==> src/rtl/general_register_file.sv <==
// general_register_file
// Bank of four general-purpose registers R1-R4 and four scratch registers
// S1-S4. Every enabled register applies the same FunSel operation
// (dec / inc / load I / clear) at a rising edge. Two combinational read
// ports, OutA and OutB, select any of the eight registers.
//
// Build option: define RF_SCRATCH_EN to implement S1-S4. Without it the
// scratch registers do not exist, ScrSel has no effect and read codes 4-7
// return zero. The port list is identical in both builds.
module general_register_file #(
  parameter int WIDTH = 16
) (
  input  logic             Clock,
  input  logic             Reset,
  input  logic [WIDTH-1:0] I,
  input  logic [1:0]       FunSel,
  input  logic [3:0]       RegSel,
  input  logic [3:0]       ScrSel,
  input  logic [2:0]       OutASel,
  input  logic [2:0]       OutBSel,
  output logic [WIDTH-1:0] OutA,
  output logic [WIDTH-1:0] OutB
);

  // FunSel encodings shared by every register in the bank
  localparam logic [1:0] FUN_DEC   = 2'b00;
  localparam logic [1:0] FUN_INC   = 2'b01;
  localparam logic [1:0] FUN_LOAD  = 2'b10;
  localparam logic [1:0] FUN_CLEAR = 2'b11;

  localparam logic [WIDTH-1:0] ZERO = {WIDTH{1'b0}};
  localparam logic [WIDTH-1:0] ONE  = {{(WIDTH-1){1'b0}}, 1'b1};

  // Next value of one register from its own current contents. Arithmetic
  // wraps modulo 2^WIDTH, so 0 - 1 gives all-ones and all-ones + 1 gives 0.
  function automatic logic [WIDTH-1:0] next_value(
    input logic [WIDTH-1:0] cur,
    input logic [1:0]       fun,
    input logic [WIDTH-1:0] din
  );
    logic [WIDTH-1:0] res;
    case (fun)
      FUN_DEC:   res = cur - ONE;
      FUN_INC:   res = cur + ONE;
      FUN_LOAD:  res = din;
      FUN_CLEAR: res = ZERO;
      default:   res = cur;
    endcase
    return res;
  endfunction

  // General registers R1-R4 (index 0-3)
  logic [WIDTH-1:0] gen_r [4];

  // Scratch contents as seen by the read muxes (index 0-3 = S1-S4)
  logic [WIDTH-1:0] scr_view_s [4];

  // Flattened read bank: 0-3 = R1-R4, 4-7 = S1-S4
  logic [WIDTH-1:0] bank_s [8];

  // General register update: reset wins, otherwise each enabled register
  // applies FunSel to its own current value and disabled ones hold.
  always_ff @(posedge Clock) begin
    if (Reset) begin
      for (int k = 0; k < 4; k++) begin
        gen_r[k] <= ZERO;
      end
    end else begin
      for (int k = 0; k < 4; k++) begin
        if (RegSel[k]) begin
          gen_r[k] <= next_value(gen_r[k], FunSel, I);
        end else begin
          gen_r[k] <= gen_r[k];
        end
      end
    end
  end

`ifdef RF_SCRATCH_EN
  // Scratch registers S1-S4 (index 0-3)
  logic [WIDTH-1:0] scr_r [4];

  // Scratch register update: same rules as the general registers, gated
  // by ScrSel instead of RegSel.
  always_ff @(posedge Clock) begin
    if (Reset) begin
      for (int k = 0; k < 4; k++) begin
        scr_r[k] <= ZERO;
      end
    end else begin
      for (int k = 0; k < 4; k++) begin
        if (ScrSel[k]) begin
          scr_r[k] <= next_value(scr_r[k], FunSel, I);
        end else begin
          scr_r[k] <= scr_r[k];
        end
      end
    end
  end

  // Expose the implemented scratch registers to the read muxes
  always_comb begin
    for (int k = 0; k < 4; k++) begin
      scr_view_s[k] = scr_r[k];
    end
  end
`else
  // ScrSel is folded into a constant-zero term so it stays a connected
  // input while having no influence on any output.
  logic scr_sel_ignored_s;
  assign scr_sel_ignored_s = ^ScrSel;

  // No scratch storage in this build: read codes 4-7 always return zero
  always_comb begin
    for (int k = 0; k < 4; k++) begin
      scr_view_s[k] = ZERO & {WIDTH{scr_sel_ignored_s}};
    end
  end
`endif

  // Assemble the eight read sources into one indexable bank
  always_comb begin
    for (int k = 0; k < 4; k++) begin
      bank_s[k]     = gen_r[k];
      bank_s[k + 4] = scr_view_s[k];
    end
  end

  // Combinational read ports: zero latency, pre-edge value until the edge
  always_comb begin
    OutA = bank_s[OutASel];
    OutB = bank_s[OutBSel];
  end

endmodule

==> config.mk <==
export PLATFORM = sky130hd
export DESIGN_NAME = general_register_file
export DESIGN_NICKNAME = d
export VERILOG_FILES = /design/src/rtl/general_register_file.sv
export SDC_FILE = /design/constraint.sdc
export NUM_CORES = 1
export LEC_CHECK = 0
export ABC_AREA = 1
export CORE_AREA = 2 2 126 128
export CTS_BUF_LIST = sky130_fd_sc_hd__clkbuf_4 sky130_fd_sc_hd__clkbuf_8
export CTS_CLUSTER_DIAMETER = 40
export DETAILED_ROUTE_END_ITERATION = 8
export DIE_AREA = 0 0 128 130
export PLACE_DENSITY_LB_ADDON = 0.12
export REMOVE_ABC_BUFFERS = 1
export SYNTH_ARGS = -nofsm -noshare
export SYNTH_HDL_FRONTEND = slang
export SYNTH_SLANG_ARGS = --single-unit
==> constraint.sdc <==
create_clock -name Clock -period 2.8 [get_ports Clock]
set_input_delay 0.56 -clock Clock [delete_from_list [all_inputs] [get_ports Clock]]
set_output_delay 0.56 -clock Clock [all_outputs]
set_load 0.01 [all_outputs]
After elaboration in Yosys (flattened, before gate mapping)
Memories as Yosys holds them, arrays and structs flattened.
Cells that the tools add are included.
{"block": "op_classes", "mul": 0, "reduce_logical": 1, "bitwise": 10, "n_lt_le_gt_ge": 2, "div": 0, "mux": 52, "shift": 0, "n_addsub": 8, "eq_ne": 3}
{"operator": "2-to-1 mux 16 bit", "n": 20}
{"operator": "one-hot mux 16 bit (4 select lines)", "n": 4}
{"operator": "binary-select mux 16 bit (select 3 bit)", "n": 2}
{"operator": "adder 16 x 1 -> 16 bit (second input constant)", "n": 4}
{"operator": "subtractor 16 x 1 -> 16 bit (second input constant)", "n": 4}
{"operator": "2-to-1 mux 1 bit", "n": 26}
{"operator": "greater-or-equal comparator 4 bit (second input constant)", "n": 2}
{"operator": "inverter 3 -> 4 bit", "n": 2}
{"operator": "bitwise OR 1 bit", "n": 8}
{"operator": "equality test 2 bit (second input constant)", "n": 2}
{"operator": "equality test 2 x 1 -> 1 bit (second input constant)", "n": 1}
{"operator": "logical NOT 2 bit", "n": 1}
{"block": "word_totals", "rom_bits": 0, "input_bits": 34, "out_inout_bits": 32, "latch_bits": 0, "mem_count": 1, "ramBits": 64, "reg_bits": 0, "word_cells": 77}
{"name": "gen_r", "words": 4, "word_bits": 16, "rd": 4, "rd_ports_with_merged_regs": 0, "wr": 4, "line": "53", "text": "logic [WIDTH-1:0] gen_r [4];"}

Logic depth before layout (Yosys ltp)
An unclocked memory read counts as a cell.
{"block": "logic_depth", "ltp_word": 7, "ltp_mapped": 12, "ltp_nobuf": 12}

Worst setup path after synthesis
Ideal clock, no wire load.
{"block": "synth_path", "path_type": "input to register", "from": "input port FunSel[1]", "to": "memory gen_r[2][8], data pin", "t_required_ns": 2.528, "t_arrival_ns": 2.282, "n_path_buf": 0, "stages": 11, "setup_time_ns": 0.272, "setup_slack_ns": 0.246, "path_cell_list": "inv_4 > nand2_4 > inv_1 > fa_1 > inv_1 > nand3_1 > nand3_1 > a21oi_1 > or2_1 > nand3_1 > a21oi_1"}
{"item": "start, declared", "line": "16", "text": "input logic [1:0] FunSel,"}
{"item": "end, declared", "line": "53"}

Final worst setup path
{"block": "layout_path", "from": "input port OutBSel[1]", "to": "output port OutB[7]"}
{"block": "layout_via", "elab_chain_len": 4}
{"item": "start, declared", "line": "20", "text": "input logic [2:0] OutBSel,"}
{"item": "inverter 3 -> 4 bit (implied by the code)", "line": "132", "text": "OutB = bank_s[OutBSel];"}
{"item": "binary-select mux 16 bit (select 3 bit)", "line": "132"}
{"item": "2-to-1 mux 16 bit (implied by the code) (2 in series)", "line": "132"}
{"item": "end, declared", "line": "22", "text": "output logic [WIDTH-1:0] OutB"}
Every way passes these cells. The select of a mux whose other input is x is not followed.

==> impl_metrics.json <==
{
  "synth_edf_count": 64,
  "synth.most_common_cell": "nand2_1",
  "period_share": 0.992,
  "drc": 0,
  "gp_congestion": 0.913,
  "finalInstanceArea_mm2": 0.00906,
  "multi_input_area_mm2": 0.00468,
  "cts_max_level": 3,
  "worstReg2RegEnd": "gen_r[3][6]$_SDFFCE_PN0P_",
  "clkSlewWorstSetupHoldPaths_ns": 0.08,
  "max_stage_delay_ns": 0.59,
  "largest-register": "gen_r",
  "cts_sinks": 64,
  "dp_hpwl_um": 18600,
  "dr.pass1.iters": 5,
  "ios": 66,
  "fillerInstances": 1543,
  "synth.area.mux_share": 0,
  "drv_cap": 0,
  "finalHoldViolations": 0,
  "die_w_um": 128,
  "synth_top_cells_by_area": "edfxtp_1 26%, nand2_1 18%, a21oi_1 11%, ha_1 10%, inv_1 9.5%",
  "powerDensity_mw_per_mm2": 477,
  "rsz0062_at_grt": "false",
  "cp-end-kind": "primary output",
  "yosys.area.top_type_share": 0.256,
  "synthAdderAreaFrac": 0.114,
  "drt-initial-drc-count": 461,
  "synthArstFlopShare": 0,
  "finalPower_mw": 4.32,
  "via_count": 8005,
  "fmax_mhz": 360,
  "grt_pass1_wl_um": 37000,
  "ant_nets": 0,
  "rows": 46,
  "clockBufferDepth": 2,
  "ys_ff_latch": 64,
  "synth_common_cells": "361 x nand2_1, 190 x inv_1, 165 x a21oi_1",
  "initial_utilization": 0.487,
  "top_regs": "gen_r x64",
  "portBuffers": 61,
  "cts_made_buffers": 9,
  "synth_largest_area_cell": "edfxtp_1",
  "p_leak_nw": 4.67,
  "synth_area_mm2": 0.00751,
  "whs_endpoint": "gen_r[0][3]$_SDFFCE_PN0P_",
  "die_h_um": 130,
  "timing.slew.headroom": 0.503,
  "whs_path_depth": 2,
  "largest_reg_flops": 64,
  "hold_path.class": "input pin to register",
  "cp-start-kind": "input pin",
  "period_minus_slack_ns": 2.78,
  "wl_per_cell_um": 16.0,
  "synth_xor_area_frac": 0.00567,
  "yosysUniqueCellTypes": 38,
  "crit_type": "input pin to primary output",
  "r2r_setup_slack_ns": 0.81,
  "fin_skew_ns": 0.0119,
  "ir_worst_vdd_mv": 0.241,
  "seq_area_frac_synth": 0.256,
  "synth_top_family_by_area": "simple AND/OR/NAND/NOR gates",
  "dieArea_mm2": 0.0166,
  "synthFlopType": "edfxtp_1",
  "antenna_cells": 0,
  "grt-ovfl-total": 0,
  "setup_viol": 0,
  "grt_pass1_vias": 7482,
  "reg2regPathDepth": 8,
  "yosys_warnings": 0,
  "cp.arrival_ns": 2.22,
  "path_cells": "clkdlybuf4s50_1 -> buf_12 -> a21oi_1 -> o21ai_0 -> a21oi_1 -> clkdlybuf4s50_1",
  "synth-simple-area-share": 0.332,
  "r2r_start": "gen_r[3][0]$_SDFFCE_PN0P_",
  "nets": 1391,
  "dpl_cell_area_mm2": 0.00888,
  "syn_inst": 1170,
  "cts_resized": 8,
  "grt_max_degree": 55,
  "grt_usage": 0.290,
  "regArea_mm2": 0.00192,
  "viasPerCell": 5.38,
  "worst_pin_slew_ns": 0.746,
  "clk_latency_ns": 0.37,
  "status": "finished clean",
  "grt_antenna_before_repair": 0,
  "avgSynthCellArea_um2": 6.42,
  "cts_tree": "built",
  "root_buffer": "clkbuf_8",
  "final_layout_size_suffix_gt1_frac": 0.122,
  "drt-total-wl_um": 23900,
  "cp_slowest_cell": "clkdlybuf4s50_1",
  "final_max_slew_viol_count": 0,
  "syn2layout_area_growth_pct": 20.7,
  "core_mm2": 0.0154,
  "synth-compound-area-share": 0.172,
  "cp_max_fo": 17,
  "cp.required_ns": 2.24,
  "min-delay-start": "Reset",
  "cts_hold_buf": 0,
  "cts_setup_buffers": 0
}
-- cells in the final DEF, fill, tap and decap left out, drive strengths merged, types with 7 or more instances in the layout --
| master | netlist | routed |
|---|---|---|
| nor2 | 41 | 41 |
| nand3 | 96 | 96 |
| nand3b | 8 | 8 |
| nand2 | 368 | 368 |
| edfxtp | 64 | 64 |
| ha | 62 | 62 |
| a21oi | 170 | 170 |
| o211ai | 26 | 26 |
| or2 | 29 | 29 |
| buf | 11 | 90 |
| nor3 | 12 | 12 |
| clkbuf | 27 | 10 |
| inv | 193 | 193 |
| dlygate4sd2 | 0 | 8 |
| nand4 | 7 | 7 |
| clkdlybuf4s50 | 0 | 47 |
| o21ai | 45 | 45 |
-- final cells by class --
cell class,count,area share
clock buffers,10,0.0145
clock inverters,5,0.00538
inverters,193,0.0802
multi-input cells,875,0.517
flip-flops and latches,64,0.212
well taps,192,0.0265
repair buffers,148,0.144
-- logic make-up (layout without fill, tap and decap cells) --
kind of cell,count (synthesis),count (layout)
simple gates,564,564
xor+xnor,4,4
compound gates,241,241
buf+inv,231,356
flops,64,64
fa+ha+maj,66,66
-- routing by layer --
| metal | up-vias | part of all wire | global-route usage |
|---|---|---|---|
| met4 | 0 | 0.026 | 0.0989 |
| met1 | 3708 | 0.43 | 0.358 |
| met5 | - | 0 | 0 |
| li1 | 4084 | - | - |
| met3 | 39 | 0.037 | 0.0303 |
| met2 | 174 | 0.50 | 0.529 |
-- stage by stage --
stage / setup TNS (ns) / hold slack, ns / worst slack [ns] / cells / utilization
final: 0 / 0.637 / 0.0235 / 1487 / 0.588
after global routing: 0 / 0.651 / 0.000559 / 1487 / 0.588
after CTS: 0 / 0.631 / 0.0246 / 1487 / 0.587
after detailed placement: -4.65 / 0.742 / -0.173 / 1472 / 0.576
after global placement: -3.76 / 0.743 / -0.158 / 1472 / 0.576
after floorplan: 0 / 0.684 / 0.0224 / 1132 / -
-- critical path: cells and delay by family --
| family | cells | cell delay (ns) |
|---|---|---|
| compound gates | 3 | 0.45 |
| buf+inv | 3 | 1.21 |
-- power breakdown --
part           internal, mW  switching (mW)
combinational         0.916            1.29
sequential             1.19           0.114
clock                 0.409           0.403
total                  2.52            1.80
-- worst max-delay path by stage --
| stage | slack [ns] | startpoint | to |
|---|---|---|---|
| 5_1_grt | 0.0006 | OutBSel[1] | OutB[12] |
| 4_1_cts | 0.02 | OutBSel[1] | OutB[8] |
| 2_1_floorplan | 0.02 | FunSel[1] | gen_r[0][3]$_SDFFCE_PN0P_ |
| 6_report | 0.02 | OutBSel[1] | OutB[7] |
| 3_3_place_gp | -0.16 | OutASel[1] | OutA[8] |
| 3_5_place_dp | -0.17 | FunSel[1] | gen_r[1][7]$_SDFFCE_PN0P_ |
No activity file was read; power rests on OpenSTA's default activity.
==> patch, RTL diff (same flow settings) <==
Put a register stage on the output `OutA`, without a reset. The value now appears one clock later. The other outputs are not delayed to match.
--- a/src/rtl/general_register_file.sv
+++ b/src/rtl/general_register_file.sv
@@ -32,2 +32,4 @@
   localparam logic [WIDTH-1:0] ONE  = {{(WIDTH-1){1'b0}}, 1'b1};
+
+  logic [WIDTH-1:0] OutA_d;
 
@@ -130,4 +132,8 @@
   always_comb begin
-    OutA = bank_s[OutASel];
+    OutA_d = bank_s[OutASel];
     OutB = bank_s[OutBSel];
+  end
+
+  always_ff @(posedge Clock) begin
+    OutA <= OutA_d;
   end
Formal check against the unedited RTL: not equivalent (Yosys sat finds a counterexample within 4 cycles, from zero or initial values).
==> patch against the original RTL <==
- register-to-register slack worse by 0.04 ns
- setup slack better by 0.039 ns
- combinational power up 3%
- cell area up 3.8%
- total power up 9.3%
- first-iteration DRC count up 56%
- wire length down 0.50%
- area after synthesis up 4.3%
- die area unchanged
- sequential cell count up 16
- critical path type unchanged
- largest cell class unchanged
- highest routed layer unchanged
==> patch: results (changes against the original RTL) <==
\begin{tabular}{lr}
\hline
Metric & Value \\
\hline
\multicolumn{2}{l}{\textbf{Layout}} \\
\quad \# nets final & 1406 (+1.1\%) \\
\quad Top flop regs & gen\_r: 64 flops, OutA: 16 flops \\
\multicolumn{2}{l}{\textbf{Power}} \\
\quad Clock Power Share & 0.191 (+0.003) \\
\quad Static Leak & 4.88 nW (+4.5\%) \\
\quad Total Power & 4.73 mW (+9.3\%) \\
\quad Internal power & 2.79 mW (+11\%) \\
\quad IR drop worst, VDD & 0.344 mV (+43\%) \\
\quad Flop pwr share & 0.328 (+0.025) \\
\multicolumn{2}{l}{\textbf{Routing}} \\
\quad Met2 routed wirelength & 10.6 mm (-12\%) \\
\quad Detailed-routing wirelength on met1 & 11.2 mm (+8.2\%) \\
\quad Routed wire length on met3 & 1.21 mm (+38\%) \\
\quad Detailed router's first-iteration violation count & 721 (+56\%) \\
\quad Via density per instance & 5.38 (about the same) \\
\multicolumn{2}{l}{\textbf{Placed design}} \\
\quad DP Worst Slack & -0.0958 ns (+0.0768 ns) \\
\quad Final weighted congestion in routability-driven placement & 0.944 (+3.4\%) \\
\quad Dpl cell area & 0.00919 mm\^{}2 (+3.5\%) \\
\multicolumn{2}{l}{\textbf{Hold path}} \\
\quad Hold Crit Endpoint & OutA[13]\$\_DFF\_P\_ \\
\quad Hold Crit Start & gen\_r[0][13]\$\_SDFFCE\_PN0P\_ \\
\quad Min-delay worst type & reg2reg \\
\multicolumn{2}{l}{\textbf{Yosys}} \\
\quad Part of the Yosys area used for sequential elements & 0.286 (+0.0303) \\
\quad Post-Synth XOR/XNOR Area & 0.00447 (-0.00119) \\
\quad Post-synthesis instance total & 1187 (+1.5\%) \\
\quad Synth Area in Compound Gates & 0.162 (-0.0102) \\
\multicolumn{2}{l}{\textbf{Outcome}} \\
\quad Status & complete, no violations \\
\multicolumn{2}{l}{\textbf{CTS}} \\
\quad Number of gates resized after CTS & 7 (-1) \\
\multicolumn{2}{l}{\textbf{Timing}} \\
\quad Final worst setup slack & 0.0628 ns (+0.0393 ns) \\
\quad Max-slew headroom & 0.491 (-0.0122) \\
\quad Worst-case hold slack & 0.653 ns (+0.0164 ns) \\
\quad Worst clock skew & 0.0100 ns (-0.00190 ns) \\
\multicolumn{2}{l}{\textbf{GRT}} \\
\quad Met2 Resource Use GR & 0.474 (-0.0554) \\
\quad Vias in the first global route & 7361 (-1.6\%) \\
\multicolumn{2}{l}{\textbf{Critical path}} \\
\quad Cells on worst reg2reg path & 9 (+1) \\
\quad Endpoint of the lowest-slack register-to-register path & gen\_r[3][14]\$\_SDFFCE\_PN0P\_ \\
\hline
\end{tabular}
patch: cell types whose count changed in the layout (fill, tap and decap cells not counted), moves of 3 or more:
cell                              delta
sky130_fd_sc_hd__dlygate4sd2_1       -4
sky130_fd_sc_hd__dfxtp_1            +16
sky130_fd_sc_hd__nand3_1             +4
sky130_fd_sc_hd__nand3_2             -3
sky130_fd_sc_hd__nand2_2            +12
sky130_fd_sc_hd__nand2_1            -11
sky130_fd_sc_hd__dlymetal6s2s_1      +7
sky130_fd_sc_hd__clkdlybuf4s50_1     -3
sky130_fd_sc_hd__a21oi_2             -3
patch: layout make-up:
| cell class | count | area share |
|---|---|---|
| Clock buffer | 9 | 0.0132 |
| Sequential cell | 80 | 0.238 |
| Timing Repair Buffer | 146 | 0.140 |
| Tap cell | 192 | 0.0255 |
| Multi-Input combinational cell | 876 | 0.499 |
| Inverter | 193 | 0.0773 |
| Clock inverter | 7 | 0.00665 |
